**config.mk**
```make
export PLATFORM = sky130hd
export DESIGN_NAME = lvg_drain_flat
export DESIGN_NICKNAME = d
export VERILOG_FILES = /design/src/rtl/lvg_drain_if.sv /design/src/rtl/lvg_drain.sv /design/src/flat_wrapper.sv
export SDC_FILE = /design/constraint.sdc
export NUM_CORES = 1
export LEC_CHECK = 0
export CAP_MARGIN = 40
export CORE_AREA = 2 2 338 273
export DETAILED_ROUTE_END_ITERATION = 8
export DIE_AREA = 0 0 340 275
export PLACE_DENSITY = 0.71
export SETUP_SLACK_MARGIN = 0.02
export SLEW_MARGIN = 20
export SYNTH_ARGS = -nofsm -noshare
export SYNTH_HDL_FRONTEND = slang
export SYNTH_SLANG_ARGS = --single-unit
```
**constraint.sdc**
```tcl
create_clock -name clk -period 49.5 [get_ports clk]
set_input_delay 9.9 -clock clk [delete_from_list [all_inputs] [get_ports clk]]
set_output_delay 9.9 -clock clk [all_outputs]
set_load 0.01 [all_outputs]
```
**src/rtl/lvg_drain_if.sv**
```systemverilog
// Capture/drain handshake bundle for lvg_drain.
// master drives matrices in and accepts elements out.
interface lvg_drain_if #(
  parameter int W = 32
);
  logic          cap_valid;
  logic [16*W-1:0] mat;
  logic          order;
  logic          cap_ready;
  logic [W-1:0]  out_data;
  logic          out_valid;
  logic          out_ready;
  logic [1:0]    out_row;
  logic [1:0]    out_col;
  logic          out_last;
  logic          drop_err;

  modport master (
    output cap_valid, mat, order, out_ready,
    input  cap_ready, out_data, out_valid,
    input  out_row, out_col, out_last, drop_err
  );

  modport slave (
    input  cap_valid, mat, order, out_ready,
    output cap_ready, out_data, out_valid,
    output out_row, out_col, out_last, drop_err
  );
endinterface

```
**src/rtl/lvg_drain.sv**
```systemverilog
// Ping-pong capture of a 4x4 result matrix and
// element-serial drain in row- or column-major order.
module lvg_drain #(
  parameter int W = 32
) (
  input  logic        clk,
  input  logic        rst,
  lvg_drain_if.slave  bus
);

  logic [16*W-1:0] buf_q [2];
  logic [1:0]      ord_q;
  logic            wp_q, wp_d;
  logic            rp_q, rp_d;
  logic [1:0]      occ_q, occ_d;
  logic [3:0]      k_q, k_d;
  logic            drop_q, drop_d;

  logic            vld;
  logic            rdy;
  logic            cap;
  logic            xfer;
  logic            last;
  logic [1:0]      row;
  logic [1:0]      col;
  logic [3:0]      idx;
  logic [W-1:0]    elem;

  // Readiness comes from start-of-cycle occupancy only.
  assign rdy  = (occ_q != 2'd2);
  assign vld  = (occ_q != 2'd0);
  assign cap  = bus.cap_valid && rdy;
  assign xfer = vld && bus.out_ready;
  assign last = xfer && (k_q == 4'd15);

  // Next-state for pointers, occupancy, index, sticky drop.
  always_comb begin
    wp_d   = wp_q ^ cap;
    rp_d   = rp_q ^ last;
    occ_d  = occ_q;
    k_d    = k_q;
    drop_d = drop_q | (bus.cap_valid && !rdy);
    if (last) begin
      k_d = 4'd0;
    end else if (xfer) begin
      k_d = k_q + 4'd1;
    end
    if (cap && !last) begin
      occ_d = occ_q + 2'd1;
    end else if (!cap && last) begin
      occ_d = occ_q - 2'd1;
    end
  end

  // Control state, synchronously cleared.
  always_ff @(posedge clk) begin
    if (!rst) begin
      wp_q   <= 1'b0;
      rp_q   <= 1'b0;
      occ_q  <= 2'd0;
      k_q    <= 4'd0;
      drop_q <= 1'b0;
    end else begin
      wp_q   <= wp_d;
      rp_q   <= rp_d;
      occ_q  <= occ_d;
      k_q    <= k_d;
      drop_q <= drop_d;
    end
  end

  // Matrix storage; contents survive reset by design.
  always_ff @(posedge clk) begin
    if (rst && cap) begin
      buf_q[wp_q] <= bus.mat;
      ord_q[wp_q] <= bus.order;
    end
  end

  // Map k to (row,col) and select the offered element.
  always_comb begin
    if (ord_q[rp_q]) begin
      row = k_q[1:0];
      col = k_q[3:2];
    end else begin
      row = k_q[3:2];
      col = k_q[1:0];
    end
    idx  = {row, col};
    elem = buf_q[rp_q][W*idx +: W];
  end

  assign bus.cap_ready = rdy;
  assign bus.out_valid = vld;
  assign bus.drop_err  = drop_q;
  assign bus.out_data  = vld ? elem : '0;
  assign bus.out_row   = vld ? row : 2'd0;
  assign bus.out_col   = vld ? col : 2'd0;
  assign bus.out_last  = vld && (k_q == 4'd15);

endmodule

```
**src/flat_wrapper.sv**
```systemverilog
// flat-port wrapper written by rule: the top's interface ports become plain ports
module lvg_drain_flat 
#(
  parameter int W = 32
)
  (clk, rst, bus_cap_valid, bus_mat, bus_order, bus_out_ready, bus_cap_ready, bus_out_data, bus_out_valid, bus_out_row, bus_out_col, bus_out_last, bus_drop_err);
  lvg_drain_if #(.W(W)) bus_i ();
  input  logic clk;
  input  logic rst;
  input wire logic [$bits(bus_i.cap_valid)-1:0] bus_cap_valid;
  input wire logic [$bits(bus_i.mat)-1:0] bus_mat;
  input wire logic [$bits(bus_i.order)-1:0] bus_order;
  input wire logic [$bits(bus_i.out_ready)-1:0] bus_out_ready;
  output wire logic [$bits(bus_i.cap_ready)-1:0] bus_cap_ready;
  output wire logic [$bits(bus_i.out_data)-1:0] bus_out_data;
  output wire logic [$bits(bus_i.out_valid)-1:0] bus_out_valid;
  output wire logic [$bits(bus_i.out_row)-1:0] bus_out_row;
  output wire logic [$bits(bus_i.out_col)-1:0] bus_out_col;
  output wire logic [$bits(bus_i.out_last)-1:0] bus_out_last;
  output wire logic [$bits(bus_i.drop_err)-1:0] bus_drop_err;
  assign bus_i.cap_valid = bus_cap_valid;
  assign bus_i.mat = bus_mat;
  assign bus_i.order = bus_order;
  assign bus_i.out_ready = bus_out_ready;
  assign bus_cap_ready = bus_i.cap_ready;
  assign bus_out_data = bus_i.out_data;
  assign bus_out_valid = bus_i.out_valid;
  assign bus_out_row = bus_i.out_row;
  assign bus_out_col = bus_i.out_col;
  assign bus_out_last = bus_i.out_last;
  assign bus_drop_err = bus_i.drop_err;
  lvg_drain #(.W(W)) u_core (.clk(clk), .rst(rst), .bus(bus_i));
endmodule
```
# Word level (Yosys, flattened, before mapping)
# Memories as Yosys holds them, arrays and structs flattened. A register that Yosys moved wholly into a read port is not among the register bits.
# Cells that the tools add are included.
[word_totals]
register_bits = 11
ramBits = 1024
in_bits = 517
out_inout_bits = 40
word_cells = 50
mem_count = 1
[mem_list]
columns = ["name", "words", "word_bits", "read_ports", "rd_ports_with_merged_regs", "write_ports", "line", "text"]
rows = [
  ["u_core.buf_q", 2, 512, 1, 1, 1, "lvg_drain.sv:11", "logic [16*W-1:0] buf_q [2];"],
]
[classes]
add_sub_neg = 3
order_cmp = 3
eq_ne = 2
shift = 1
mux = 15
bitwise_logic = 4
reduce_logical = 15
[op_table]
columns = ["cell", "count"]
rows = [
  ["$shiftx A512 B10 Y32", 1],
  ["$mux W32", 1],
  ["$mux W2", 6],
  ["$logic_and A1 B1 Y1", 9],
  ["$mux W1", 6],
  ["$add A4 B1 Y4 const B", 1],
  ["$eq A4 B4 Y1 const B", 1],
  ["$lt A1 B2 Y1 const B", 2],
  ["$reduce_bool A2 Y1", 2],
  ["$logic_not A1 Y1", 3],
  ["$add A2 B1 Y2 const B", 1],
  ["$bwmux W2", 1],
  ["$ne A2 B2 Y1 const B", 1],
  ["$reduce_or A2 Y1", 1],
  ["$sub A2 B1 Y2 const B", 1],
  ["$xor A1 B1 Y1", 2],
  ["$demux W1 S1", 1],
  ["$ge A1 B1 Y1 const B", 1],
  ["$not A1 Y1", 1],
  ["$or A1 B1 Y1", 1],
]

# Longest topological paths before layout
# Gate-level depths: netlist of the first run.
[depth]
depth_word = 6
depth_mapped = 10
mapped_depth_nobuf = 8

# Least setup slack after synthesis of the first run
# OpenSTA, ideal clock, no wires.
[synth_timing]
kind = "input-to-reg"
startpoint = "in rst"
endpoint = "mem u_core.buf_q[0][0] (netlist name) (enable)"
setup_ns = 1.399
arrival_ns = 31.397
setup_slack_ns = 16.704
path_stages = 3
n_path_buf = 1
path_cell_list = "clkbuf_1 -> nand2_1 -> nor2_1"
[synth_via]
elab_chain_len = 3
[synth_lines]
columns = ["item", "line", "text"]
rows = [
  ["start: declaration", "flat_wrapper.sv:9", "input logic rst;"],
  ["$logic_and A1 B1 Y1", "lvg_drain.sv:74", "if (rst && cap) begin"],
  ["$mux W1", "lvg_drain.sv:74", ""],
  ["$mux W1 (not written as such)", "lvg_drain.sv:75", "buf_q[wp_q] <= bus.mat;"],
  ["end: declaration", "lvg_drain.sv:11", ""],
]
# No other way between the ends.

==> flow_summary.yaml, run 1 <==
timing:
  setup_viol: 0
  worst_slew_pin_slew_ps: 1130
  worst_slack_ps: 34070
  period_share_pct: 31.2
  slew_headroom_pct: 24.9
  rsz0062_at_grt: "no"
  fmax_mhz: 64.8
  period_needed_ps: 15430
  hold_viol: 0
  skew_ps: 12.2
  slew_viol_final: 0
  fin_tns_setup_ps: 0
placed_design:
  dp_hpwl_mm: 79.4
  placedCellCount: 4186
  post-place-ws_ps: 34660
  gp_congestion: 0.840
  place.port_buffers: 556
synth:
  synthArstFlopShare_pct: 0
  synth_area_leaders: "edfxtp_1, mux4_2, nand2_1, mux2i_1, nand3_1"
  synth_fp_nets: 3052
  yosysMostFrequentCell: "edfxtp_1"
  synth-seq-cells: 1036
  synthTopCellsByCount: "edfxtp_1, nand2_1, nand3_1"
  ys_seq_area_share_pct: 75.1
  syn-mean-instance-area_um2: 16.3
  yosys_warnings: 0
  synth_edf_count: 1026
  synth_top_area_cell: "edfxtp_1"
  synth_cell_types: 58
  synthesis.area_mm2: 0.0413
  synth.top_cell.area_share_pct: 74.6
  syn_inst: 2533
  synthFlopType: "edfxtp_1"
critical_path:
  worstReg2RegEnd: "u_core.buf_q[0][282]"
  end_kind: "primary output"
  arrival_ps: 5530
  start_kind: "register"
  required_ps: 39600
  r2r_cells: 8
  rr_startpoint: "u_core.occ_q[0]"
  r2r_setup_slack_ps: 45790
  crit_type: "register to primary output"
  crit_fanout: 139
grt:
  grt_use_total_pct: 24.4
  grt-ovfl-total: 0
  grt_pass1_wl_mm: 167
  grt_pass1_vias: 25600
  grt_max_degree: 198
  grt_antenna_before_repair: 52
clock_tree:
  cts_buffers: 100
  clk-insertion-delay-late_ps: 660
  htree_levels: 3
  cts_num_sinks: 1036
  cts_tree: "built"
  cts_resized: 0
  clk_path_buf_depth: 3
  cts_root_buffer: "clkbuf_16"
  post_cts_buffers: 0
  ctsHoldBuffers: 0
  path_clk_slew_ps: 60
route:
  detail-route-antenna-nets: 0
  detail_route.wl_per_cell_um: 26.7
  wl_mm: 117
  via_count: 25600
  drc: 0
  avgViaCountPerCell: 5.83
  drtPass1Iterations: 9
  drtIter0Drc: 3046
hold_path:
  worstHoldPathType: "register to register"
  min_path_cells: 2
  hold_path_startpoint: "u_core.occ_q[1]"
  hold_path_end: "u_core.occ_q[1]"
finish:
  fill_cells: 6774
  layout-drive-gt1-share_pct: 11.2
  final_nets: 3602
  area_growth_pct: 25.8
  regArea_mm2: 0.0310
  multi_input_area_mm2: 0.00965
  finalNonFillerCells: 4396
job:
  max_cap_viol_count: 0
floorplanning:
  fp.dieH_um: 275
  rows: 99
  core_mm2: 0.0903
  dieArea_mm2: 0.0935
  io_pins: 557
  die_w_um: 340
  start_util_pct: 45.7
pwr:
  p_leak_nw: 16.5
  vdd_drop_max_mv: 0.0357
  p_total_w: 0.00201
  powerDensity_mw_per_mm2: 38.6
outcome:
  status: "finished, final reports clean"
layer usage:
layer  vias to the layer above  track usage (%)  share of wire [%]
met2                      1247             39.0                 48
met5                         -                0               0.25
met4                        44             7.15                2.1
li1                      11200                -                  -
met1                     12900             33.5                 40
met3                       190             5.74                9.7
where the power goes:
part | internal [W] | switching (W)
clock | 0.000448 | 0.000322
sequential | 0.00102 | 0.0000143
combinational | 0.0000894 | 0.000115
final cells by class:
type                       count  area share (%)
clock buffer                 124            5.11
timing repair buffer         619            12.3
multi-input combinational   1319            18.6
sequential                  1036            59.7
tap                         1212            2.92
clock inverter                60            1.24
inverter                       7          0.0506
antenna                       19          0.0915
critical path: stages (launching register included):
cell and delay (ps):
dfxtp_4 340, buf_4 490, buf_12 550, buf_4 730, buf_4 730, mux4_2 350, and2_1 130, a211oi_1 50
a211oi_1 760, clkdlybuf4s50_1 690
registers in the layout (all words and copies together) (netlist names), named ones only:
name / flops
u_core.buf_q: 1024
u_core.rp_q: 1
u_core.k_q: 4
u_core.wp_q: 1
u_core.occ_q: 2
u_core.ord_q: 2
u_core.bus.drop_err: 1
cells in the final DEF, fill, tap and decap left out, types with 37 or more instances in the layout:
cell             count
a211oi_1            42
a311oi_1            51
buf_4               38
clkbuf_16          103
clkdlybuf4s50_1    556
edfxtp_1          1026
mux2i_1             64
mux4_2             109
nand2_1            400
nand3_1            112
nand4_1             38
nor3_1              42
nor3b_1             37
o21ai_0             82
or4_1               37
worst max-delay path by stage:
stage                        from            endpoint  slack (ps)  depth (start not counted)
global placement    u_core.k_q[2]     bus_out_data[6]       34360                          9
finish                   register     bus_out_data[6]       34070                          9
CTS                      register     bus_out_data[6]       33930                          9
floorplan                     rst  u_core.buf_q[0][0]       16700                          3
detailed placement       register     bus_out_data[6]       34660                          9
global route             register     bus_out_data[6]       33750                          9
stage by stage:
stage	instance area (um2)	utilization, %	hold WS, ps
after floorplan	41300	-	497
after global placement	48100	53.3	518
after detailed placement	48500	53.7	549
after CTS	51800	57.3	562
after global routing	52000	57.5	587
final	52000	57.5	563
logic make-up (layout without fill, tap and decap cells):
| group | after synthesis | in the layout | synth area share (%) |
|---|---|---|---|
| buffers and inverters | 178 | 810 | 1.83 |
| and+or+nand+nor | 768 | 768 | 8.79 |
| muxes | 199 | 199 | 8.22 |
| AOI/OAI and AO/OA | 343 | 343 | 5.85 |
| other | 0 | 19 | 0 |
| adders and majority gates | 2 | 2 | 0.0606 |
| DFF | 1036 | 1036 | 75.1 |
| xor gates and xnor gates | 7 | 7 | 0.148 |
Note: power is estimated with default switching activity, not from simulation.
==> run 2: changes to the inputs <==
- PLACE_DENSITY: 0.71 -> 0.73
- clock period: 49.5 -> 13.83 ns (I/O delays scaled with it)
==> flow_summary.yaml, run 2 (synthesis results as in run 1) <==
pwr:
  p_sw_w: 0.00166
  p_leak_nw: 16.5
  intPower_w: 0.00561
  power_frac_seq_pct: 50.9
  vdd_drop_max_mv: 0.0898
  p_comb_share_pct: 10.2
  powerDensity_mw_per_mm2: 139
  swShare_pct: 22.8
  clkPwrFrac_pct: 38.9
grt:
  grt-ovfl-total: 0
  grt_max_degree: 195
  grt_use_total_pct: 24.2
  grt_pass1_wl_mm: 166
  grt_pass1_vias: 25600
  grt_antenna_before_repair: 48
route:
  drc: 0
  avgViaCountPerCell: 5.82
  drtIter0Drc: 2844
  detail-route-antenna-nets: 0
  wl_mm: 116
  via_count: 25600
  drtPass1Iterations: 5
  detail_route.wl_per_cell_um: 26.3
clock_tree:
  cts_root_buffer: "clkbuf_16"
  cts_tree: "built"
  path_clk_slew_ps: 60
  clk-insertion-delay-late_ps: 680
  ctsHoldBuffers: 0
  cts_num_sinks: 1036
  cts_buffers: 102
  post_cts_buffers: 0
  htree_levels: 3
  clk_path_buf_depth: 3
  cts_resized: 0
critical_path:
  r2r_setup_slack_ps: 9700
  r2r_cells: 7
  crit_fanout: 141
  start_kind: "register"
  arrival_ps: 5280
  critPathTopFamily: "buffers and inverters"
  max_stage_delay_ps: 570
  required_ps: 11060
  rr_startpoint: "u_core.occ_q[0]"
  end_kind: "primary output"
  slowest_stage: "buf_12"
  path_buf_inv: 6
  cpMostUsedCell: "buf_12"
  crit_type: "register to primary output"
  path_cells: "buf_16 > inv_1 > mux2i_4 > buf_12 > buf_4 > buf_12 > mux4_2 > mux2_2 > a2111oi_0 > o21ai_1 > clkdlybuf4s50_1"
  worstReg2RegEnd: "u_core.buf_q[1][460]"
finish:
  design_area_mm2: 0.0522
  mostFrequentLayoutCell: "edfxtp_1"
  largest_register: "u_core.buf_q"
  top_regs: "u_core.buf_q (1024), u_core.k_q (4)"
  largest_register_ffs: 1024
  final_nets: 3598
  area_growth_pct: 26.3
  layout_common_cells: "edfxtp_1, clkdlybuf4s50_1, nand2_1, nand3_1, mux4_2"
  layout-drive-gt1-share_pct: 11.5
timing:
  setup_viol: 0
  period_needed_ps: 8050
  fin_tns_setup_ps: 0
  worst_slew_pin_slew_ps: 1400
  slew_headroom_pct: 6.85
  slew_viol_final: 0
  rsz0062_at_grt: "no"
  period_share_pct: 58.2
  hold_viol: 0
  fmax_mhz: 124
  skew_ps: 19.7
  worst_slack_ps: 5780
placed_design:
  place.port_buffers: 556
  dp_hpwl_mm: 79.0
  post-place-ws_ps: 6100
  gp_congestion: 0.849
  placed_cell_area_mm2: 0.0485
floorplanning:
  core_mm2: 0.0903
  die_w_um: 340
  fp.dieH_um: 275
  io_pins: 557
  dieArea_mm2: 0.0935
  start_util_pct: 45.7
  rows: 99
hold_path:
  hold_path_startpoint: "u_core.bus.drop_err"
  min_path_cells: 1
  worstHoldPathType: "register to register"
  hold_path_end: "u_core.bus.drop_err"
job:
  max_cap_viol_count: 0
outcome:
  status: "finished, final reports clean"
[run 2: metrics by stage]
stage | cells | util, % | power (W) | hold WS, ps
final | 4403 | 57.8 | 0.00726 | 471
after global routing | 4389 | 57.7 | 0.00749 | 482
after CTS | 4372 | 57.5 | 0.00730 | 473
after detailed placement | 4181 | 53.7 | 0.00449 | 460
after global placement | 4161 | 53.3 | 0.00445 | 447
after floorplan | 2533 | - | 0.00412 | 497
[run 2: cell type report]
class / count / area, um2
antenna: 25 / 62.6
clock buffer: 121 / 2640
clock inverter: 70 / 772
fill: 6651 / 38100
inverter: 7 / 26.3
multi-input combinational: 1319 / 9670
sequential: 1036 / 31000
tap: 1212 / 1520
timing repair buffer: 613 / 6440
[run 2: how the worst max path moves through the flow]
stage / slack, ps / depth (start not counted) / end / startpoint
after floorplan: 2700 / 3 / u_core.buf_q[0][0] / rst
after CTS: 5400 / 10 / bus_out_data[5] / u_core.k_q[2]
after detailed placement: 6100 / 10 / bus_out_data[5] / u_core.k_q[2]
after global placement: 6010 / 9 / bus_out_data[27] / u_core.k_q[2]
after global routing: 5440 / 10 / bus_out_data[5] / u_core.rp_q
final: 5780 / 11 / bus_out_data[5] / u_core.k_q[2]
[run 2: routing by layer]
layer	global-route usage [%]	vias to the layer above	share of wire (%)
li1	-	11200	-
met1	32.4	12900	39
met2	38.4	1280	48
met3	7.41	203	11
met4	6.77	42	2.2
met5	0	-	0.25
[run 2: power by group through the flow]
stage	Sequential (W)	Combinational (W)	Clock [W]
6_report	0.00370	0.000740	0.00283
5_1_grt	0.00371	0.000788	0.00299
4_1_cts	0.00370	0.000734	0.00287
3_5_place_dp	0.00376	0.000731	0
3_3_place_gp	0.00375	0.000694	0
2_1_floorplan	0.00379	0.000323	0
